==> config.mk <==
export PLATFORM = sky130hd
export DESIGN_NAME = corescore_jtag_uart_bridge
export DESIGN_NICKNAME = d
export VERILOG_FILES = /design/src/rtl/corescore_byte_fifo.sv /design/src/rtl/corescore_jtag_uart_bridge.sv
export SDC_FILE = /design/constraint.sdc
export NUM_CORES = 1
export LEC_CHECK = 0
export ABC_CLOCK_PERIOD_IN_PS = 5300
export BUFFER_PORTS_ARGS = -buffer_cell sky130_fd_sc_hd__buf_4
export CORE_ASPECT_RATIO = 1.2
export CORE_MARGIN = 1
export CORE_UTILIZATION = 25
export CTS_CLUSTER_SIZE = 10
export DETAILED_ROUTE_END_ITERATION = 12
export SYNTH_ARGS = -nofsm -noshare
export SYNTH_HDL_FRONTEND = slang
export SYNTH_SLANG_ARGS = --single-unit
==> constraint.sdc <==
create_clock -name i_clk -period 5.3 [get_ports i_clk]
set_clock_uncertainty 0.2 [all_clocks]
set_input_delay 1.06 -clock i_clk [delete_from_list [all_inputs] [get_ports i_clk]]
set_output_delay 1.06 -clock i_clk [all_outputs]
set_load 0.05 [all_outputs]
==> src/rtl/corescore_byte_fifo.sv <==
// Byte FIFO for the JTAG UART bridge.
// DEPTH = 2**AW entries, read/write pointers carry an extra wrap bit so
// full and empty can be told apart without a separate counter.
// Ports:
//   clk, rst_n      clock, asynchronous active-low reset (pointers only)
//   push, pop       enqueue din / dequeue head on the rising edge
//   flush           zero both pointers (takes priority over push/pop)
//   din             byte to enqueue
//   head            byte at the read pointer (valid when !empty)
//   full, empty     occupancy flags
//   count           number of stored bytes, 0..DEPTH
module corescore_byte_fifo #(
  parameter int AW = 4
) (
  input  logic          clk,
  input  logic          rst_n,
  input  logic          push,
  input  logic          pop,
  input  logic          flush,
  input  logic [7:0]    din,
  output logic [7:0]    head,
  output logic          full,
  output logic          empty,
  output logic [AW:0]   count
);

  localparam int DEPTH = 2 ** AW;

  logic [AW:0] wr_ptr;
  logic [AW:0] rd_ptr;
  logic [7:0]  mem [DEPTH];

  always_ff @(posedge clk or negedge rst_n) begin
    if (!rst_n) begin
      wr_ptr <= '0;
      rd_ptr <= '0;
    end else if (flush) begin
      wr_ptr <= '0;
      rd_ptr <= '0;
    end else begin
      if (push) wr_ptr <= wr_ptr + 1'b1;
      if (pop)  rd_ptr <= rd_ptr + 1'b1;
    end
  end

  // Storage carries no reset; only the pointers decide what is valid.
  always_ff @(posedge clk) begin
    if (push && !flush) mem[wr_ptr[AW-1:0]] <= din;
  end

  assign head  = mem[rd_ptr[AW-1:0]];
  assign empty = (wr_ptr == rd_ptr);
  assign full  = (wr_ptr[AW] != rd_ptr[AW]) && (wr_ptr[AW-1:0] == rd_ptr[AW-1:0]);
  assign count = wr_ptr - rd_ptr;

endmodule

==> src/rtl/corescore_jtag_uart_bridge.sv <==
// Bridge from the corescore byte stream to the alt_jtag_atlantic write port.
// Bytes are buffered in a small FIFO and presented with a registered one-cycle
// write strobe. If nobody drains the JTAG UART for STALL_CYCLES cycles the
// bridge flushes its buffer and discards traffic (DROP) until a message
// boundary arrives while the UART is ready again.
// Ports:
//   i_clk, i_rstn   clock, asynchronous active-low reset
//   i_tdata/i_tlast/i_tvalid/o_tready   upstream byte stream (o_tready registered)
//   o_r_dat, o_r_val                    registered byte and write strobe to the UART
//   i_r_ena                             UART can accept a byte
//   o_dropping                          high while discarding traffic
//   o_drop_count                        saturating count of discarded bytes
module corescore_jtag_uart_bridge #(
  parameter int AW           = 4,
  parameter int STALL_CYCLES = 1000000,
  parameter int CW           = 16
) (
  input  logic          i_clk,
  input  logic          i_rstn,
  input  logic [7:0]    i_tdata,
  input  logic          i_tlast,
  input  logic          i_tvalid,
  output logic          o_tready,
  output logic [7:0]    o_r_dat,
  output logic          o_r_val,
  input  logic          i_r_ena,
  output logic          o_dropping,
  output logic [CW-1:0] o_drop_count
);

  localparam logic PASS = 1'b0;
  localparam logic DROP = 1'b1;

  localparam int DEPTH = 2 ** AW;
  localparam int SW    = (STALL_CYCLES > 1) ? $clog2(STALL_CYCLES + 1) : 1;
  localparam bit STALL_EN = (STALL_CYCLES > 0);
  localparam logic [SW-1:0] STALL_MAX  = SW'(STALL_CYCLES);
  localparam logic [SW-1:0] STALL_LAST = STALL_EN ? SW'(STALL_CYCLES - 1) : '0;
  localparam int SUMW = ((CW > AW + 2) ? CW : AW + 2) + 1;
  localparam logic [CW-1:0] CNT_MAX = '1;

  function automatic logic [CW-1:0] sat_add(input logic [CW-1:0] a,
                                            input logic [AW+1:0] b);
    logic [SUMW-1:0] s;
    s = SUMW'(a) + SUMW'(b);
    if (s > SUMW'(CNT_MAX)) return CNT_MAX;
    return s[CW-1:0];
  endfunction

  logic          state, state_n;
  logic [SW-1:0] stall_cnt, stall_n;
  logic          tready_n, val_n;
  logic [7:0]    dat_n;
  logic [CW-1:0] drop_n;

  logic          push, pop, flush;
  logic [7:0]    head;
  logic          full, empty;
  logic [AW:0]   count, count_after;
  logic          accept;

  corescore_byte_fifo #(.AW(AW)) u_fifo (
    .clk   (i_clk),
    .rst_n (i_rstn),
    .push  (push),
    .pop   (pop),
    .flush (flush),
    .din   (i_tdata),
    .head  (head),
    .full  (full),
    .empty (empty),
    .count (count)
  );

  assign accept = i_tvalid & o_tready;

  always_comb begin
    state_n     = state;
    stall_n     = stall_cnt;
    tready_n    = o_tready;
    val_n       = 1'b0;
    dat_n       = o_r_dat;
    drop_n      = o_drop_count;
    push        = 1'b0;
    pop         = 1'b0;
    flush       = 1'b0;
    count_after = count;

    case (state)
      PASS: begin
        pop  = i_r_ena & ~empty;
        push = accept;
        if (pop) begin
          dat_n = head;
          val_n = 1'b1;
        end
        if (!empty && !i_r_ena) begin
          if (STALL_EN && stall_cnt == STALL_LAST) begin
            // Nobody is draining: flush and count everything buffered,
            // including a beat accepted on this same edge.
            flush    = 1'b1;
            push     = 1'b0;
            state_n  = DROP;
            stall_n  = '0;
            tready_n = 1'b1;
            drop_n   = sat_add(o_drop_count, {1'b0, count} + (AW+2)'(accept));
          end else if (stall_cnt != STALL_MAX) begin
            stall_n = stall_cnt + 1'b1;
          end
        end else begin
          stall_n = '0;
        end
        if (!flush) begin
          count_after = count + (AW+1)'(push) - (AW+1)'(pop);
          tready_n    = (count_after != (AW+1)'(DEPTH));
        end
      end
      default: begin
        tready_n = 1'b1;
        stall_n  = '0;
        if (accept) begin
          drop_n = sat_add(o_drop_count, (AW+2)'(1));
          // Resume only on a message boundary with the UART ready.
          if (i_tlast && i_r_ena) state_n = PASS;
        end
      end
    endcase
  end

  always_ff @(posedge i_clk or negedge i_rstn) begin
    if (!i_rstn) begin
      state        <= PASS;
      stall_cnt    <= '0;
      o_tready     <= 1'b0;
      o_r_val      <= 1'b0;
      o_r_dat      <= '0;
      o_drop_count <= '0;
    end else begin
      state        <= state_n;
      stall_cnt    <= stall_n;
      o_tready     <= tready_n;
      o_r_val      <= val_n;
      o_r_dat      <= dat_n;
      o_drop_count <= drop_n;
    end
  end

  assign o_dropping = (state == DROP);

endmodule
Word-level counts from Yosys, hierarchy flattened
Memories as Yosys holds them, arrays and structs flattened. A register that Yosys moved wholly into a read port is not among the register bits.
Cells that the tools add are included.
{"block": "word_totals", "mem_bits_ro": 0, "n_memories": 1, "input_bits": 13, "ramBits": 128, "wordCells": 88, "latch_bits": 0, "reg_bits": 49, "output_inout_bits": 27}
{"name": "u_fifo.mem", "words": 16, "width": 8, "rd": 1, "rd_clocked_by_memory_dff": 1, "write_ports": 1, "line": "corescore_byte_fifo.sv:31", "source": "logic [7:0] mem [DEPTH];"}
{"block": "classes", "mux": 43, "n_shift": 0, "eq_ne": 8, "addsub": 9, "mul": 0, "bitwise_logic": 4, "n_reduce_logical": 14, "div": 0, "order_cmp": 2}
{"operator": "two-way mux 16 bit", "count": 8}
{"operator": "two-way mux 20 bit", "count": 4}
{"operator": "> comparator 17 x 16 -> 1 bit (second input constant)", "count": 2}
{"operator": "two-way mux 1 bit", "count": 27}
{"operator": "adder 20 x 1 -> 20 bit (second input constant)", "count": 1}
{"operator": "equality test 20 bit (second input constant)", "count": 1}
{"operator": "two-way mux 5 bit", "count": 4}
{"operator": "!= test 20 bit (second input constant)", "count": 1}
{"operator": "adder 16 x 1 -> 17 bit (second input constant)", "count": 1}
{"operator": "adder 16 x 6 -> 17 bit", "count": 1}
{"operator": "adder 5 x 1 -> 5 bit (second input constant)", "count": 2}
{"operator": "nonzero test 2 bit", "count": 4}
{"operator": "adder 5 x 1 -> 6 bit", "count": 1}
{"operator": "!= test 3 bit (second input constant)", "count": 2}
{"operator": "adder 5 x 1 -> 5 bit", "count": 1}
{"operator": "equality test 5 bit", "count": 1}
{"operator": "!= test 5 bit (second input constant)", "count": 1}
{"operator": "subtractor 5 x 1 -> 5 bit", "count": 1}
{"operator": "subtractor 5 bit", "count": 1}
{"operator": "logical NOT 1 bit", "count": 4}
{"operator": "!= test 4 x 2 -> 1 bit (second input constant)", "count": 1}
{"operator": "AND reduction 2 bit", "count": 2}
{"operator": "logical AND 1 bit", "count": 3}
{"operator": "AND reduction 3 bit", "count": 1}
{"operator": "3 further kinds", "count": 5}

Longest topological paths before layout
{"block": "logic_depth", "word_depth": 12, "depth_mapped": 17, "mapped_depth_nobuf": 15}

Modules after synthesis
Synthesis repeated with hierarchy kept, for this count alone.
{"block": "unflattened", "cells_unflattened": 637, "hier_area_um2": 8824.7}
{"module": "corescore_byte_fifo", "instances": 1, "area_per_inst_um2": 5779.3, "cells_per_inst": 308}
{"module": "corescore_jtag_uart_bridge", "instances": 1, "area_per_inst_um2": 3045.4, "cells_per_inst": 329}

Least setup slack after synthesis
OpenSTA, ideal clock, no wires.
{"block": "synth_path", "path_type": "reg2reg", "from": "register u_fifo.rd_ptr[1]", "to": "register o_tready", "setup_ns": 0.133, "t_arrival_ns": 3.590, "setup_slack_ns": 1.377, "period_less_slack_ns": 3.923, "stages_incl_launch_ff": 18, "required_time_ns": 4.967, "path_cell_list": "dfrtp_1 clkbuf_1 clkbuf_1 inv_1 ha_1 nand4_1 o21bai_1 or3_1 nand3_1 ha_1 inv_1 ha_1 fa_1 a21o_1 a21oi_1 xnor2_1 xnor2_1 nand3_1"}
{"block": "synth_between", "elab_chain_cells": 10}
{"item": "start: declaration", "line": "corescore_byte_fifo.sv:30", "source": "logic [AW:0] rd_ptr;"}
{"item": "start signal: assignment", "line": "corescore_byte_fifo.sv:42", "source": "if (pop) rd_ptr <= rd_ptr + 1'b1;"}
{"item": "equality test 5 bit", "line": "corescore_byte_fifo.sv:52", "source": "assign empty = (wr_ptr == rd_ptr);"}
{"item": "logical NOT 1 bit", "line": "corescore_jtag_uart_bridge.sv:97", "source": "if (!empty && !i_r_ena) begin"}
{"item": "logical AND 1 bit", "line": "corescore_jtag_uart_bridge.sv:97"}
{"item": "two-way mux 1 bit", "line": "corescore_jtag_uart_bridge.sv:97"}
{"item": "two-way mux 1 bit", "line": "corescore_jtag_uart_bridge.sv:89", "source": "case (state)"}
{"item": "adder 5 x 1 -> 5 bit", "line": "corescore_jtag_uart_bridge.sv:114", "source": "count_after = count + (AW+1)'(push) - (AW+1)'(pop);"}
{"item": "subtractor 5 x 1 -> 5 bit", "line": "corescore_jtag_uart_bridge.sv:114"}
{"item": "!= test 5 bit", "line": "corescore_jtag_uart_bridge.sv:115", "source": "tready_n = (count_after != (AW+1)'(DEPTH));"}
{"item": "two-way mux 1 bit", "line": "corescore_jtag_uart_bridge.sv:113", "source": "if (!flush) begin"}
{"item": "two-way mux 1 bit", "line": "corescore_jtag_uart_bridge.sv:89"}
{"item": "end signal: assignment", "line": "corescore_jtag_uart_bridge.sv:141", "source": "o_tready <= tready_n;"}
{"item": "end: declaration", "line": "corescore_jtag_uart_bridge.sv:23", "source": "output logic o_tready,"}
Several ways; a longest one is shown, not always the timed one. The select of a mux whose other input is x is not followed.
A chain may end at the register's enable or synchronous reset.

Worst setup path after layout
{"block": "layout_path", "from": "register u_fifo.rd_ptr[2]", "to": "register o_drop_count[11]"}
{"block": "layout_between", "elab_chain_cells": 12}
{"item": "subtractor 5 bit", "line": "corescore_byte_fifo.sv:54", "source": "assign count = wr_ptr - rd_ptr;"}
{"item": "adder 5 x 1 -> 6 bit", "line": "corescore_jtag_uart_bridge.sv:106", "source": "drop_n = sat_add(o_drop_count, {1'b0, count} + (AW+2)'(accept));"}
{"item": "adder 16 x 6 -> 17 bit", "line": "corescore_jtag_uart_bridge.sv:45", "source": "s = SUMW'(a) + SUMW'(b);"}
{"item": "> comparator 17 x 16 -> 1 bit", "line": "corescore_jtag_uart_bridge.sv:46", "source": "if (s > SUMW'(CNT_MAX)) return CNT_MAX;"}
{"item": "two-way mux 1 bit", "line": "corescore_jtag_uart_bridge.sv:46"}
{"item": "two-way mux 1 bit", "line": "corescore_jtag_uart_bridge.sv:98", "source": "if (STALL_EN && stall_cnt == STALL_LAST) begin"}
{"item": "two-way mux 1 bit", "line": "corescore_jtag_uart_bridge.sv:97"}
{"item": "two-way mux 1 bit", "line": "corescore_jtag_uart_bridge.sv:89"}
{"item": "two-way mux 16 bit", "line": "corescore_jtag_uart_bridge.sv:47", "source": "return s[CW-1:0];"}
{"item": "two-way mux 16 bit", "line": "corescore_jtag_uart_bridge.sv:98"}
{"item": "two-way mux 16 bit", "line": "corescore_jtag_uart_bridge.sv:97"}
{"item": "two-way mux 16 bit", "line": "corescore_jtag_uart_bridge.sv:89"}
{"item": "end signal: assignment", "line": "corescore_jtag_uart_bridge.sv:144", "source": "o_drop_count <= drop_n;"}
{"item": "end: declaration", "line": "corescore_jtag_uart_bridge.sv:28", "source": "output logic [CW-1:0] o_drop_count"}
Several ways; a longest one is shown, not always the timed one. The select of a mux whose other input is x is not followed.

==> flow_summary.ini <==
[clock_tree]
cts_tree = built
cts-root-buf = clkbuf_16
htreeDepth = 4
clockBufferDepth = 2
path_clk_slew_ns = 0.08
cts_buffers = 17
cts_setup_buffers = 0
clock_insertion_delay_worst_skew_ns = 0.43
hold_buffers = 0
clock-sinks = 185
cts.repair.resized = 0

[power]
pwr-share-comb_pct = 44.8
leakagePower_nw = 3.555
pwr-share-clk_pct = 22.8
peakVddDrop_mv = 0.2800
power_mw = 5.967
p_seq_share_pct = 32.4
cellPowerDensity_nw_per_um2 = 600.0
p_int_mw = 3.642
swShare_pct = 38.97
p_sw_mw = 2.326

[critical_path]
path_class = reg2reg
cpMaxStageDelayCell = dfrtp_1
worstPathRequired_ns = 5.42
cpPeakStageDelay_ns = 0.73
startpoint_type = flop
cp_max_fo = 11
timing.rr.start = u_fifo.rd_ptr[2]
crit_start = u_fifo.rd_ptr[2]
cp.arrival_ns = 4.18
critPathCaptureType = flop
crit_chain = inv_1 > ha_1 > a21o_1 > a21oi_1 > xor2_1 > ha_1 > a21oi_1 > o21ai_0 > a31oi_1 > nand2b_1 > a2111oi_2 > nor2_1

[sta]
finalCriticalPeriod_ns = 4.060
slew_violations = 0
setup_tns_ns = 0
hold_viol_final = 0
fin_crit_sh_pct = 76.59
fmax_ghz = 0.2463
finalWorstSetupSlack_ns = 1.240
setup_violations = 0
rsz0062_at_grt = no
tightest_slew_ns = 0.9932
max-slew-margin-rel_pct = 33.54

[run]
drv_cap = 0

[logic_synthesis]
syn_nets = 616
synthFlopType = edfxtp_1
syn_inst = 577
yosysWarningCount = 0
yosysMostFrequentCell = edfxtp_1
synth_area_per_cell_um2 = 14.56
synth_commonest_cells = edfxtp_1, nor2_1, dfrtp_1
synth_area_leaders = edfxtp_1, dfrtp_1, mux4_2
synth.distinct_cells = 56
synth_largest_area_cell = edfxtp_1
synth_top_area_share_pct = 45.76
ys_ff_latch = 185
ys_seq_area_share_pct = 62.74
syn_area_um2 = 8399
synth_edf_count = 128
async_reset_ff_share_pct = 30.81

[die]
start_util_pct = 25.40
die_area_um2 = 34340
die_h_um = 202.8
placementRows = 73
core-area_um2 = 33060
io_pins = 40
dieWidth_um = 169.3

[placement]
hpwlAfterDp_um = 11850
pre_cts_ws_ns = 1.249
io_buffers = 39
gp_congestion = 0.8283

[global_routing]
antenna_found_initial = 0
grt.total_usage_pct = 10.89
grt_pass1_wl_um = 28320
grt-ovfl-total = 0
grt_max_degree = 58
grt_pass1_vias = 4950

[hold_path]
hp-start = o_drop_count[13]
hp-class = reg2reg

[run_status]
status = complete, no violations

[final_layout]
antenna_cells = 0
fin_util_pct = 30.08
fin_nets = 669
drive_gt1_share_pct = 22.24
syn_to_final_growth_pct = 18.41

[route]
drt-total-wl_um = 18110
dr.pass1.iters = 5
wire_per_inst_um = 16.57
avgViaCountPerCell = 4.563
route.detailed.drc = 0
drtIter0Drc = 435
num_vias = 4987
ant_nets = 0
## registers in the layout (all words and copies together), names as in the netlist
name / flops
o_dropping: 1
u_fifo.mem: 128
o_tready: 1
o_r_val: 1
u_fifo.rd_ptr: 5
stall_cnt: 20
o_drop_count: 16
o_r_dat: 8
u_fifo.wr_ptr: 5
## power groups by stage
stage | registers, mW | logic, mW | clock network (mW)
after floorplan | 2.13 | 1.86 | 0
after global placement | 1.96 | 2.65 | 0
after detailed placement | 1.97 | 2.70 | 0
after CTS | 1.93 | 2.71 | 1.39
after global routing | 1.97 | 2.95 | 1.43
final | 1.94 | 2.67 | 1.36
## cell families after synthesis
logic type	count (synthesis)	share of synthesized area, %
and+or+nand+nor	174	10.20
DFF	185	62.74
xor gates and xnor gates	35	3.650
muxes	53	12.47
adders and majority gates	26	4.231
AOI/OAI and AO/OA	64	4.856
buffers and inverters	40	1.847
## final timing paths
kind	endpoint	slack [ns]	cells past startpoint
max in group asynchronous	u_fifo.rd_ptr[0]	3.81	1
min in group asynchronous	o_drop_count[0]	0.49	1
worst min register to register	o_drop_count[13]	0.30	1
worst max register to register	o_drop_count[11]	1.24	12
worst max-delay path	o_drop_count[11]	1.24	12
worst min-delay path	o_drop_count[13]	0.30	1
## cells in the final DEF (no fill, tap or decap), drive strengths merged, types with 17 or more instances in the layout
| cell | count |
|---|---|
| buf | 54 |
| ha | 22 |
| dfrtp | 57 |
| inv | 27 |
| mux4 | 40 |
| nand3 | 29 |
| nor2 | 60 |
| nand2 | 30 |
| edfxtp | 128 |
| a21oi | 18 |
| clkbuf | 17 |
| xor2 | 20 |
## final cells by class
class | instances | area, um^2
Fill cell | 3357 | 23120
Sequential cell | 185 | 5271
Multi-Input combinational cell | 352 | 2984
Tap cell | 450 | 563.0
Clock buffer | 17 | 425.4
Timing Repair Buffer | 54 | 405.4
Clock inverter | 15 | 221.5
Inverter | 20 | 75.07
## layer usage
metal	vias to the layer above	global-route usage [%]	share of wire, %
li1	2305	-	-
met1	2536	14.20	44
met2	129	18.31	50
met3	17	2.495	4.6
met4	0	2.445	0.77
met5	-	0	0
## stage by stage
| step | hold slack (ns) | cells | cell area [um^2] |
|---|---|---|---|
| after global routing | 0.3435 | 1093 | 9946 |
| after global placement | 0.2971 | 1061 | 9299 |
| after CTS | 0.3088 | 1093 | 9946 |
| after detailed placement | 0.2973 | 1061 | 9299 |
| after floorplan | 0.3054 | 577 | 8399 |
| final | 0.3039 | 1093 | 9946 |
## critical path, delay by kind of cell (launching register included)
kind / cells / cell delay [ns]
AO/OA/AOI/OAI: 6 / 1.65
adder cells (fa/ha/maj): 2 / 0.74
flip-flops: 1 / 0.73
XOR/XNOR: 1 / 0.26
AND/OR/NAND/NOR: 2 / 0.21
buffers and inverters: 1 / 0.16
Note: power is estimated with default switching activity, not from simulation.
